==> src/rtl/pma_rx_deser_if.sv <==
`default_nettype none
// ============================================================================
// Module      : pma_rx_deser_if
// Description : Serial line inputs and aligned symbol outputs of the receive
//               PMA deserializer. The master drives the line and enable; the
//               slave (the deserializer) returns symbols and status.
// Revision    : 1.0 - initial release
// ============================================================================
interface pma_rx_deser_if;
  logic       RX_In_P;
  logic       RX_In_N;
  logic       RX_En;
  logic [9:0] Data_out;
  logic       Data_Valid;
  logic       Comma_Det;
  logic       Symbol_Lock;
  logic       RX_Elec_Idle;

  // Line side: drives the serial pair and enable, observes symbols.
  modport master (
    output RX_In_P,
    output RX_In_N,
    output RX_En,
    input  Data_out,
    input  Data_Valid,
    input  Comma_Det,
    input  Symbol_Lock,
    input  RX_Elec_Idle
  );

  // Deserializer side.
  modport slave (
    input  RX_In_P,
    input  RX_In_N,
    input  RX_En,
    output Data_out,
    output Data_Valid,
    output Comma_Det,
    output Symbol_Lock,
    output RX_Elec_Idle
  );
endinterface
`default_nettype wire

==> src/rtl/pma_rx_deser.sv <==
`default_nettype none
// ============================================================================
// Module      : pma_rx_deser
// Description : Receive PMA for the 8b/10b link. Shifts line bits in LSB
//               first, aligns to the K28.5 comma, emits 10-bit symbols with a
//               one-cycle valid pulse, and detects electrical idle (P == N).
// Revision    : 1.0 - initial release
// ============================================================================
module pma_rx_deser #(
  parameter logic [9:0]  COMMA_NEG   = 10'h17C,
  parameter logic [9:0]  COMMA_POS   = 10'h283,
  parameter int unsigned REALIGN_THR = 2,
  parameter int unsigned IDLE_LIMIT  = 20
) (
  input  logic          Bit_Rate_Clk,
  input  logic          Rst,
  pma_rx_deser_if.slave rx
);

  localparam logic [3:0] c_last_bit   = 4'd9;
  localparam logic [3:0] c_mis_last   = 4'(REALIGN_THR - 1);
  localparam logic [7:0] c_idle_limit = 8'(IDLE_LIMIT);
  localparam logic [7:0] c_idle_max   = 8'hFF;

  typedef enum logic [0:0] {
    UNLOCKED = 1'b0,
    LOCKED   = 1'b1
  } state_t;

  state_t     r_state;
  logic [9:0] r_sr;
  logic [3:0] r_bit_cnt;
  logic [3:0] r_mis_cnt;
  logic [7:0] r_idle_cnt;
  logic [9:0] r_data;
  logic       r_valid;
  logic       r_comma;
  logic       r_lock;
  logic       r_elec_idle;

  logic [9:0] w_sr_next;
  logic       w_comma_hit;
  logic       w_line_idle;
  logic [7:0] w_idle_cnt_next;
  logic       w_idle_reached;

  // The newest bit enters at the top so the first bit of a symbol ends in bit 0.
  assign w_sr_next   = {rx.RX_In_P, r_sr[9:1]};
  assign w_comma_hit = (w_sr_next == COMMA_NEG) || (w_sr_next == COMMA_POS);
  assign w_line_idle = (rx.RX_In_P == rx.RX_In_N);

  // Saturating run length of P == N cycles; any differential bit restarts it.
  always_comb begin
    w_idle_cnt_next = 8'd0;
    if (w_line_idle) begin
      w_idle_cnt_next = (r_idle_cnt == c_idle_max) ? c_idle_max : r_idle_cnt + 8'd1;
    end
  end

  // Lock is dropped only on the edge where the idle run first reaches the limit.
  assign w_idle_reached = (w_idle_cnt_next == c_idle_limit);

  // Shift register and idle tracking run every edge, even while disabled.
  always_ff @(posedge Bit_Rate_Clk or posedge Rst) begin
    if (Rst) begin
      r_sr        <= '0;
      r_idle_cnt  <= '0;
      r_elec_idle <= 1'b0;
    end else begin
      r_sr        <= w_sr_next;
      r_idle_cnt  <= w_idle_cnt_next;
      r_elec_idle <= (w_idle_cnt_next >= c_idle_limit);
    end
  end

  // Alignment FSM: acquire on a comma, emit every 10 bits, realign after
  // repeated misaligned commas; disable and idle force loss of lock.
  always_ff @(posedge Bit_Rate_Clk or posedge Rst) begin
    if (Rst) begin
      r_state   <= UNLOCKED;
      r_bit_cnt <= '0;
      r_mis_cnt <= '0;
      r_data    <= '0;
      r_valid   <= 1'b0;
      r_comma   <= 1'b0;
      r_lock    <= 1'b0;
    end else if (!rx.RX_En) begin
      r_state   <= UNLOCKED;
      r_bit_cnt <= '0;
      r_mis_cnt <= '0;
      r_valid   <= 1'b0;
      r_comma   <= 1'b0;
      r_lock    <= 1'b0;
    end else if (w_idle_reached) begin
      r_state   <= UNLOCKED;
      r_bit_cnt <= '0;
      r_mis_cnt <= '0;
      r_valid   <= 1'b0;
      r_comma   <= 1'b0;
      r_lock    <= 1'b0;
    end else begin
      case (r_state)
        UNLOCKED: begin
          if (w_comma_hit) begin
            r_state   <= LOCKED;
            r_data    <= w_sr_next;
            r_valid   <= 1'b1;
            r_comma   <= 1'b1;
            r_bit_cnt <= '0;
            r_mis_cnt <= '0;
            r_lock    <= 1'b1;
          end else begin
            r_valid <= 1'b0;
            r_comma <= 1'b0;
            r_lock  <= 1'b0;
          end
        end
        LOCKED: begin
          r_lock <= 1'b1;
          if (r_bit_cnt == c_last_bit) begin
            // Symbol boundary: deliver whatever landed in the window.
            r_data    <= w_sr_next;
            r_valid   <= 1'b1;
            r_comma   <= w_comma_hit;
            r_bit_cnt <= '0;
            if (w_comma_hit) begin
              r_mis_cnt <= '0;
            end
          end else if (w_comma_hit) begin
            if (r_mis_cnt == c_mis_last) begin
              // Enough evidence the boundary moved: restart framing here.
              r_data    <= w_sr_next;
              r_valid   <= 1'b1;
              r_comma   <= 1'b1;
              r_bit_cnt <= '0;
              r_mis_cnt <= '0;
            end else begin
              r_mis_cnt <= r_mis_cnt + 4'd1;
              r_bit_cnt <= r_bit_cnt + 4'd1;
              r_valid   <= 1'b0;
              r_comma   <= 1'b0;
            end
          end else begin
            r_bit_cnt <= r_bit_cnt + 4'd1;
            r_valid   <= 1'b0;
            r_comma   <= 1'b0;
          end
        end
        default: begin
          r_state   <= UNLOCKED;
          r_bit_cnt <= '0;
          r_mis_cnt <= '0;
          r_valid   <= 1'b0;
          r_comma   <= 1'b0;
          r_lock    <= 1'b0;
        end
      endcase
    end
  end

  assign rx.Data_out     = r_data;
  assign rx.Data_Valid   = r_valid;
  assign rx.Comma_Det    = r_comma;
  assign rx.Symbol_Lock  = r_lock;
  assign rx.RX_Elec_Idle = r_elec_idle;

endmodule
`default_nettype wire
==> src/flat_wrapper.sv <==
// flat-port wrapper written by rule: the top's interface ports become plain ports
module pma_rx_deser_flat 
#(
  parameter logic [9:0]  COMMA_NEG   = 10'h17C,
  parameter logic [9:0]  COMMA_POS   = 10'h283,
  parameter int unsigned REALIGN_THR = 2,
  parameter int unsigned IDLE_LIMIT  = 20
)
  (Bit_Rate_Clk, Rst, rx_RX_In_P, rx_RX_In_N, rx_RX_En, rx_Data_out, rx_Data_Valid, rx_Comma_Det, rx_Symbol_Lock, rx_RX_Elec_Idle);
  pma_rx_deser_if rx_i ();
  input  logic Bit_Rate_Clk;
  input  logic Rst;
  input wire logic [$bits(rx_i.RX_In_P)-1:0] rx_RX_In_P;
  input wire logic [$bits(rx_i.RX_In_N)-1:0] rx_RX_In_N;
  input wire logic [$bits(rx_i.RX_En)-1:0] rx_RX_En;
  output wire logic [$bits(rx_i.Data_out)-1:0] rx_Data_out;
  output wire logic [$bits(rx_i.Data_Valid)-1:0] rx_Data_Valid;
  output wire logic [$bits(rx_i.Comma_Det)-1:0] rx_Comma_Det;
  output wire logic [$bits(rx_i.Symbol_Lock)-1:0] rx_Symbol_Lock;
  output wire logic [$bits(rx_i.RX_Elec_Idle)-1:0] rx_RX_Elec_Idle;
  assign rx_i.RX_In_P = rx_RX_In_P;
  assign rx_i.RX_In_N = rx_RX_In_N;
  assign rx_i.RX_En = rx_RX_En;
  assign rx_Data_out = rx_i.Data_out;
  assign rx_Data_Valid = rx_i.Data_Valid;
  assign rx_Comma_Det = rx_i.Comma_Det;
  assign rx_Symbol_Lock = rx_i.Symbol_Lock;
  assign rx_RX_Elec_Idle = rx_i.RX_Elec_Idle;
  pma_rx_deser #(.COMMA_NEG(COMMA_NEG), .COMMA_POS(COMMA_POS), .REALIGN_THR(REALIGN_THR), .IDLE_LIMIT(IDLE_LIMIT)) u_core (.Bit_Rate_Clk(Bit_Rate_Clk), .Rst(Rst), .rx(rx_i));
endmodule
==> config.mk <==
export PLATFORM = sky130hd
export DESIGN_NAME = pma_rx_deser_flat
export DESIGN_NICKNAME = d
export VERILOG_FILES = /design/src/rtl/pma_rx_deser_if.sv /design/src/rtl/pma_rx_deser.sv /design/src/flat_wrapper.sv
export SDC_FILE = /design/constraint.sdc
export NUM_CORES = 1
export LEC_CHECK = 0
export ABC_AREA = 1
export CAP_MARGIN = 20
export CELL_PAD_IN_SITES_DETAIL_PLACEMENT = 1
export CELL_PAD_IN_SITES_GLOBAL_PLACEMENT = 2
export CORE_AREA = 2 2 77 79
export CTS_BUF_LIST = sky130_fd_sc_hd__clkbuf_4
export DETAILED_ROUTE_END_ITERATION = 16
export DIE_AREA = 0 0 79 81
export PLACE_DENSITY_LB_ADDON = 0.1
export SLEW_MARGIN = 10
export SYNTH_ARGS = -nofsm -noshare
export SYNTH_HDL_FRONTEND = slang
export SYNTH_SLANG_ARGS = --single-unit
==> constraint.sdc <==
create_clock -name Bit_Rate_Clk -period 2.9 [get_ports Bit_Rate_Clk]
set_input_delay 0.435 -clock Bit_Rate_Clk [delete_from_list [all_inputs] [get_ports Bit_Rate_Clk]]
set_output_delay 0.435 -clock Bit_Rate_Clk [all_outputs]
set_load 0.02 [all_outputs]
==> out/qor.csv <==
metric;value;unit
status;finished clean;
fin crit share;70.2;%
most frequent cells after synthesis;nand2_1, dfrtp_1, inv_1, nor2_1, nand2_2;
Synth top area share;46.4;%
pwr dens;479;nW/um2
syn avg cell area;8.48;um2
Detailed Route Iter0 Violations;91;
CTS tree;done;
IO Pins;19;
count leader, synth;nand2_1;
Peak VDD IR;182;uV
Lkg Pwr;1.22;nW
post-synthesis net count;258;
Setup Fix Bufs, Post-CTS;0;
Post-synth ARST share;100;%
#FFs+latches synth;39;
cell area after synthesis;2100;um2
Final min period;2.03;ns
DR pass1 iterations;4;
deepest clock path buffer count;2;
DIE WIDTH;79;um
Residual DRC;0;
max-cap violations;0;
f_max;0.491;GHz
Initial Utilization;37.1;%
Post-Place Cell Area;2350;um2
vias in the first global route;1708;
Filler cells;695;
post-layout worst setup margin;0.865;ns
Worst EP arrival;2.35;ns
Slew @ Worst Pin;0.521;ns
global placement routability congestion;0.794;
Slew Limit Fails;0;
post-DP HPWL;3.54;mm
CP max FO;16;
number of hold buffers added after cts;0;
Area Overhead vs Synth;16.7;%
DR vias/cell;4.91;
fin area;2450;um2
crit path kind;primary input to register;
Critical R2R Launch;u_core.r_idle_cnt[0];
synth unique cells;31;
initial antenna violation count;0;
detailed-route wire length;4.73;mm
# diodes;0;
CTS clk-pin slew, worst paths;0.13;ns
Die Ht;81;um
port bufs;18;
Post-Synthesis Cells;248;
die area;6400;um2
# rows;28;
final total power;1.18;mW
DR WL/cell;13.6;um
share of cells above drive strength 1;16.9;%
CTS buffer count;5;
Hold Path Class;register to register;
number of enable flip-flop cells after synthesis;0;
global route total overflow;0;
post-route ant nets;0;
setup TNS;0;ns
Hold Startpoint;u_core.r_sr[2];
CP Capture Type;register;
fin nets;281;
Ys Warns;0;
pin count of the biggest net entering global routing;40;
Root Buffer;clkbuf_4;
Main synth FF type;dfrtp_1;
Crit. Startpoint;rx_RX_In_P;
DR vias;1704;
Total GRT Usage;16.7;%
Hold Fails Final Rpt;0;
H-tree depth;2;
CTS Sinks;39;
first-pass GRT wire length;8.25;mm
clk_skew;0.0146;ns
core area;5680;um2
top post-synthesis cells by area;dfrtp_1, nand2_1, nand2_2;
pre-CTS WS;0.439;ns
cell taking the most area after synthesis;dfrtp_1;
max_slew headroom;65.1;%
# setup viols final;0;
worst skew pair latency;0.36;ns
CP Data Required Time;3.21;ns
sequential element share of the synthesized area;46.4;%
PostCTS Resize Cnt;0;
RSZ-0062 raised after global routing;false;
CP Launch Type;primary input;
report_power, final:
part / switching, mW / leakage [nW] / total (mW) / internal (mW)
Clock: 0.201 / 0.0514 / 0.469 / 0.268
Sequential: 0.0233 / 0.520 / 0.590 / 0.567
Combinational: 0.0724 / 0.647 / 0.116 / 0.0439
Total: 0.297 / 1.22 / 1.18 / 0.878
flip-flops by register name (all words and copies together), names as in the netlist:
| register | flops |
|---|---|
| u_core.rx.Data_out | 10 |
| u_core.r_sr | 9 |
| u_core.r_idle_cnt | 8 |
| u_core.r_bit_cnt | 4 |
| u_core.r_mis_cnt | 4 |
| u_core.rx.Comma_Det | 1 |
| u_core.rx.Data_Valid | 1 |
| u_core.rx.RX_Elec_Idle | 1 |
| u_core.rx.Symbol_Lock | 1 |
critical path, stage by stage:
cell             delay, ns
clkdlybuf4s50_1       0.51
xnor2_2               0.47
o21ai_1               0.19
nor2_2                0.17
nand3_4               0.20
nand3_4               0.23
nand2_1               0.07
nand2_1               0.06
metrics by stage:
stage / util [%] / hold WS (ns) / instances
after floorplan: - / 0.374 / 248
after global placement: 41.4 / 0.400 / 339
after detailed placement: 41.4 / 0.402 / 339
after CTS: 43.2 / 0.432 / 347
after global routing: 43.2 / 0.447 / 347
final: 43.2 / 0.427 / 347
cell usage in the layout (no fill, tap or decap), types with 3 or more instances in the layout:
cell type,synthesis,final
a21oi_1,5,5
buf_4,0,3
clkbuf_4,0,5
clkdlybuf4s50_1,0,18
dfrtp_1,39,39
ha_1,5,5
inv_1,31,31
nand2_1,46,46
nand2_2,21,21
nand3_1,17,17
nand3_2,3,3
nand4_1,16,16
nor2_1,25,25
nor2_2,4,4
nor3_1,4,4
o21ai_0,7,7
xor2_1,4,4
path summary, 6_finish.rpt:
kind | to | slack [ns] | depth (start not counted)
setup / recovery | u_core.rx.Data_out[8] | 0.87 | 8
hold / removal | u_core.r_sr[1] | 0.43 | 0
setup reg to reg | u_core.rx.Data_out[9] | 0.90 | 12
hold reg to reg | u_core.r_sr[1] | 0.43 | 0
max in group asynchronous | u_core.r_sr[8] | 2.06 | 3
min in group asynchronous | u_core.rx.Data_out[7] | 0.49 | 3
logic make-up after synthesis:
group | synth area share, %
simple gates | 34.1
xor+xnor | 2.44
compound gates | 5.53
buf+inv | 8.51
fa+ha+maj | 2.97
flops | 46.4
layer usage:
layer  vias to the layer above  global-route usage [%]  routed length, um
li1                        846                       -                  -
met1                       833                    22.7               2380
met2                        20                    26.9               2190
met3                         5                    3.67                103
met4                         0                    5.17                 56
met5                         -                       0                  0
final cells by class:
cell class,count,area (um2),area share [%]
repair buffers,21,203,8.26
clock buffers,5,37.5,1.53
multi-input cells,170,948,38.7
well taps,75,93.8,3.82
inverters,34,128,5.20
clock inverters,3,67.6,2.75
flip-flops and latches,39,976,39.8
(Power assumes the default switching activity.)
